[config.mk]
export PLATFORM = sky130hd
export DESIGN_NAME = ahb_slave_arbiter
export DESIGN_NICKNAME = d
export VERILOG_FILES = /design/src/rtl/interconnect_pkg.sv /design/src/rtl/rr_picker.sv /design/src/rtl/ahb_slave_arbiter.sv
export SDC_FILE = /design/constraint.sdc
export NUM_CORES = 1
export LEC_CHECK = 0
export ABC_CLOCK_PERIOD_IN_PS = 1600
export CAP_MARGIN = 10
export CELL_PAD_IN_SITES_DETAIL_PLACEMENT = 0
export CELL_PAD_IN_SITES_GLOBAL_PLACEMENT = 1
export CORE_MARGIN = 3
export CORE_UTILIZATION = 28
export DETAILED_ROUTE_END_ITERATION = 8
export PLACE_DENSITY = 0.8
export SYNTH_ARGS = -nofsm -noshare
export SYNTH_HDL_FRONTEND = slang
export SYNTH_SLANG_ARGS = --single-unit
[constraint.sdc]
create_clock -name i_clk -period 1.6 [get_ports i_clk]
set_input_delay 0.32 -clock i_clk [delete_from_list [all_inputs] [get_ports i_clk]]
set_output_delay 0.32 -clock i_clk [all_outputs]
set_load 0.01 [all_outputs]
[src/rtl/interconnect_pkg.sv]
// Shared definitions for the multilayer AHB interconnect: HTRANS encodings and
// the per-slave arbiter state type.
package interconnect_pkg;

    localparam logic [1:0] HTRANS_IDLE   = 2'b00;
    localparam logic [1:0] HTRANS_BUSY   = 2'b01;
    localparam logic [1:0] HTRANS_NONSEQ = 2'b10;
    localparam logic [1:0] HTRANS_SEQ    = 2'b11;

    typedef enum logic {
        ST_IDLE,
        ST_OWNED
    } arb_state_t;

endpackage

[src/rtl/rr_picker.sv]
// Combinational winner picker: round-robin starting after i_ptr, or
// lowest-index-first when ARB_FIXED_PRIO_EN is defined (pointer port removed).
module rr_picker #(
    parameter int unsigned N = 2,
    parameter int unsigned W = 1
) (
    input  logic [N-1:0] i_req,
`ifndef ARB_FIXED_PRIO_EN
    input  logic [W-1:0] i_ptr,
`endif
    output logic [N-1:0] o_onehot,
    output logic [W-1:0] o_idx,
    output logic         o_any
);

    always_comb begin
        int unsigned cand;
        cand     = 0;
        o_onehot = '0;
        o_idx    = '0;
        o_any    = 1'b0;
`ifdef ARB_FIXED_PRIO_EN
        for (int unsigned i = 0; i < N; i++) begin
            cand = i;
            if (!o_any && i_req[cand]) begin
                o_any          = 1'b1;
                o_onehot[cand] = 1'b1;
                o_idx          = W'(cand);
            end
        end
`else
        // Search starts one past the pointer, so the pointer's own master is last.
        for (int unsigned k = 1; k <= N; k++) begin
            cand = (int'(i_ptr) + k) % N;
            if (!o_any && i_req[cand]) begin
                o_any          = 1'b1;
                o_onehot[cand] = 1'b1;
                o_idx          = W'(cand);
            end
        end
`endif
    end

endmodule

[src/rtl/ahb_slave_arbiter.sv]
// Per-slave AHB arbiter: grants one master at a time, holds across bursts and
// locked sequences, and tracks the data phase. Macro: ARB_FIXED_PRIO_EN.
module ahb_slave_arbiter
    import interconnect_pkg::*;
#(
    parameter  int unsigned NUM_MASTERS = 2,
    localparam int unsigned MW          = $clog2(NUM_MASTERS)
) (
    input  logic                     i_clk,
    input  logic                     i_rst,
    input  logic [NUM_MASTERS-1:0]   i_hsel,
    input  logic [2*NUM_MASTERS-1:0] i_htrans,
    input  logic [NUM_MASTERS-1:0]   i_hmastlock,
    input  logic                     i_hready,
    output logic [NUM_MASTERS-1:0]   o_grant,
    output logic [MW-1:0]            o_addr_sel,
    output logic                     o_addr_valid,
    output logic [MW-1:0]            o_data_sel,
    output logic                     o_data_valid,
    output logic [NUM_MASTERS-1:0]   o_wait
);

    arb_state_t             state_q, state_d;
    logic [NUM_MASTERS-1:0] grant_q, grant_d;
    logic [MW-1:0]          addr_sel_q, addr_sel_d;
    logic [MW-1:0]          data_sel_q, data_sel_d;
    logic                   data_valid_q, data_valid_d;
`ifndef ARB_FIXED_PRIO_EN
    logic [MW-1:0]          rr_ptr_q, rr_ptr_d;
`endif

    logic [NUM_MASTERS-1:0] req;
    logic [1:0]             own_trans;
    logic                   own_hsel;
    logic                   own_lock;
    logic                   cont;
    logic                   addr_valid;
    logic [NUM_MASTERS-1:0] pick_onehot;
    logic [MW-1:0]          pick_idx;
    logic                   pick_any;

    always_comb begin
        req = '0;
        for (int unsigned m = 0; m < NUM_MASTERS; m++) begin
            req[m] = i_hsel[m] & i_htrans[2*m+1];
        end
    end

    assign own_trans  = i_htrans[{addr_sel_q, 1'b0} +: 2];
    assign own_hsel   = i_hsel[addr_sel_q];
    assign own_lock   = i_hmastlock[addr_sel_q];
    assign cont       = (state_q == ST_OWNED) &&
                        ((own_hsel && (own_trans == HTRANS_BUSY || own_trans == HTRANS_SEQ)) ||
                         own_lock);
    assign addr_valid = (state_q == ST_OWNED) && req[addr_sel_q];

    rr_picker #(
        .N (NUM_MASTERS),
        .W (MW)
    ) u_picker (
        .i_req    (req),
`ifndef ARB_FIXED_PRIO_EN
        .i_ptr    (rr_ptr_q),
`endif
        .o_onehot (pick_onehot),
        .o_idx    (pick_idx),
        .o_any    (pick_any)
    );

    always_comb begin
        state_d      = state_q;
        grant_d      = grant_q;
        addr_sel_d   = addr_sel_q;
        data_sel_d   = data_sel_q;
        data_valid_d = data_valid_q;
`ifndef ARB_FIXED_PRIO_EN
        rr_ptr_d     = rr_ptr_q;
`endif
        if (i_hready) begin
            data_valid_d = addr_valid;
            data_sel_d   = addr_sel_q;
            // Owner's burst ending and a new winner loading share one edge: no idle gap.
            if (!cont) begin
                if (pick_any) begin
                    state_d    = ST_OWNED;
                    grant_d    = pick_onehot;
                    addr_sel_d = pick_idx;
`ifndef ARB_FIXED_PRIO_EN
                    rr_ptr_d   = pick_idx;
`endif
                end else begin
                    state_d = ST_IDLE;
                    grant_d = '0;
                end
            end
        end
    end

    always_ff @(posedge i_clk or posedge i_rst) begin
        if (i_rst) begin
            state_q      <= ST_IDLE;
            grant_q      <= '0;
            addr_sel_q   <= '0;
            data_sel_q   <= '0;
            data_valid_q <= 1'b0;
`ifndef ARB_FIXED_PRIO_EN
            rr_ptr_q     <= MW'(NUM_MASTERS - 1);
`endif
        end else begin
            state_q      <= state_d;
            grant_q      <= grant_d;
            addr_sel_q   <= addr_sel_d;
            data_sel_q   <= data_sel_d;
            data_valid_q <= data_valid_d;
`ifndef ARB_FIXED_PRIO_EN
            rr_ptr_q     <= rr_ptr_d;
`endif
        end
    end

    assign o_grant      = grant_q;
    assign o_addr_sel   = addr_sel_q;
    assign o_addr_valid = addr_valid;
    assign o_data_sel   = data_sel_q;
    assign o_data_valid = data_valid_q;
    assign o_wait       = req & ~grant_q;

endmodule

==> summary.md <==
| Metric | Value |
|---|---|
| Cell taking the most area after synthesis | dfrtp_1 |
| Die boundary width | 44.6 um |
| ANT cells | 0 |
| Seq cells post-synth | 7 |
| CP top delay family | buffers and inverters |
| Most frequent cell after synthesis | dfrtp_1 |
| I/O Buffers | 18 |
| Final hold viol count | 0 |
| Clk sink count | 7 |
| Routed len/inst | 13.8 um |
| Clock root cell | clkbuf_4 |
| Crit path max fanout | 3 |
| Min cycle time layout | 1490 ps |
| Worst-path cell chain | clkdlybuf4s50_1 |
| Top-area cell type share of the netlist area | 0.360 |
| Vias per cell | 5.32 |
| Die H | 44.6 um |
| Largest net degree at the start of global routing | 8 |
| Antenna violations before repair | 0 |
| Syn Inst Count | 42 |
| Clk slew on worst S/H paths | 50 ps |
| Post-synth EDFFs | 0 |
| Final std cells w/o fill | 87 |
| Largest stage delay on the critical path | 550 ps |
| Slowest-stage cell, CP | clkdlybuf4s50_1 |
| Top_reg_cell synth | dfrtp_1 |
| Layout Skew | 0.455 ps |
| Syn Area/Cell | 9.92 sq um |
| Number of iterations in the first detailed-routing pass | 4 |
| Placed insts | 82 |
| Final HPWL DP | 894 um |
| TritonCTS Buffers | 3 |
| Final hold slack | 294 ps |
| Post-route ant nets | 0 |
| Total gr overflow | 0 |
| Synth top cells by count | dfrtp_1 (6), nor2_1 (4), inv_1 (3), nand3_1 (3) |
| H-Tree Depth | 1 |
| # IOs | 19 |
| First-pass GRT wire length | 1870 um |
| Critical path depth | 1 |
| Initial Util | 0.309 |
| Post-Route WL | 1200 um |
| Yosys warnings | 0 |
| Max Cap Violations | 0 |
| Layout cells sized above 1 | 0.292 |
| Sequential share of the synthesized area | 0.423 |
| Reg2Reg Depth | 5 |
| Outcome | complete, no violations |
| Unrepaired setup endpoints after global routing | no |
| Synth area leaders | dfrtp_1 (36%), dfstp_2 (6.3%), mux2_2 (5.4%) |
| Setup Viol. Count Final | 0 |
| GRT Total Usage | 0.135 |
| CTS tree | yes |
| Startpoint types | flop |
| Worst Path Buf+Inv | 1 |
| Die area | 1990 sq um |
| Area grow syn2layout | 69.1% |
| Final Cycle Share | 0.931 |
| Tightest Pin Transition | 297 ps |
| Asr flop ratio synth | 1.00 |
| Filler Cell Count | 129 |
| Vias in the first global route | 427 |
| Slew HR | 0.800 |
| Vias | 463 |
| Cts hold-fix bufs | 0 |
| Mapped cell area | 417 sq um |
| PwrDens | 1320 nW/um^2 |
| Crit Path Category | flop to primary output |
| Fmax | 672 MHz |
| Worst path required time | 1280 ps |
| GPL Wtd Cong | 0.819 |
| Leak Pwr | 0.000327 uW |
| Max Transition Viols Final | 0 |
| Post-synth cell types | 25 |
| Fin nets | 84 |
| VDD IR-drop max | 0.000699 V |
| CORE AREA | 1350 sq um |
| Iter 0 DRT Violations | 12 |
| Arrival time at the worst endpoint | 1170 ps |
| Hold WC Path Type | input port to async pin |
| Syn Nets | 53 |
| CP Capture Type | primary output |
| Placement Rows | 13 |
| Clock latency on the worst-skew pair | 240 ps |
| Drt drc | 0 |
| Clock Path Buffers | 2 |
## cells by family after synthesis
group,share of synthesized area
flip-flops,0.423
buffers and inverters,0.0390
multiplexers,0.0541
AND/OR/NAND/NOR,0.168
AO/OA/AOI/OAI,0.315
## registers in the layout, indices dropped and copies added (netlist names)
name and flops:
o_grant 2, state_q 1, rr_ptr_q 1, o_data_sel 1, o_addr_sel 1, o_data_valid 1
## what timing repair did
item                       4_1_cts  5_1_grt
setup buffers                    1        1
pin swaps                        1        1
resized for setup               11        5
setup endpoints to repair        4        4
## cell type report
type	instances	area (sq um)	share of cell area
tap	15	18.8	0.0266
clock buffer	4	26.3	0.0373
multi-input combinational	31	228	0.323
sequential	7	176	0.250
timing repair buffer	27	244	0.346
inverter	3	11.3	0.0160
## per-stage QoR
step	util	setup slack (ps)	power, uW	area, sq um	setup TNS, ps
5_1_grt	0.522	64.6	1000	704	0
4_1_cts	0.517	0.220	932	698	0
3_3_place_gp	0.497	-378	766	671	-1030
6_report	0.522	111	927	704	0
3_5_place_dp	0.497	-401	766	671	-1120
2_1_floorplan	-	402	502	417	0
## final timing paths
path                             start         end  slack (ps)
min in group i_clk         i_htrans[3]  o_grant[1]         490
hold / removal                   i_rst  o_data_sel         290
max in group asynchronous        i_rst    rr_ptr_q        1050
hold reg to reg             o_data_sel  o_data_sel         520
setup reg to reg            o_addr_sel  o_grant[1]         240
setup / recovery            o_grant[0]  o_grant[0]         110
## where the power goes
part / switching, uW / internal, uW
sequential: 54.4 / 246
clock: 54.9 / 94.5
combinational: 201 / 275
total: 311 / 616
## layer usage
metal	routed length [um]	part of all wire	GRT usage
met5	0	0	0
met4	17	0.014	0.102
met3	89	0.074	0.0407
met2	543	0.45	0.183
met1	549	0.46	0.175
## layout by cell type (no fill, tap or decap), types with 2 or more instances in the layout
cell / count
clkdlybuf4s50_1: 10
buf_4: 9
dfrtp_1: 6
nor2_1: 4
nand3_1: 3
inv_1: 3
clkbuf_4: 3
dlymetal6s2s_1: 3
mux2_2: 2
nand2_1: 2
o2111ai_1: 2
o22a_1: 2
o31ai_1: 2
dlygate4sd2_1: 2
Power figures use the tool's default switching activity.
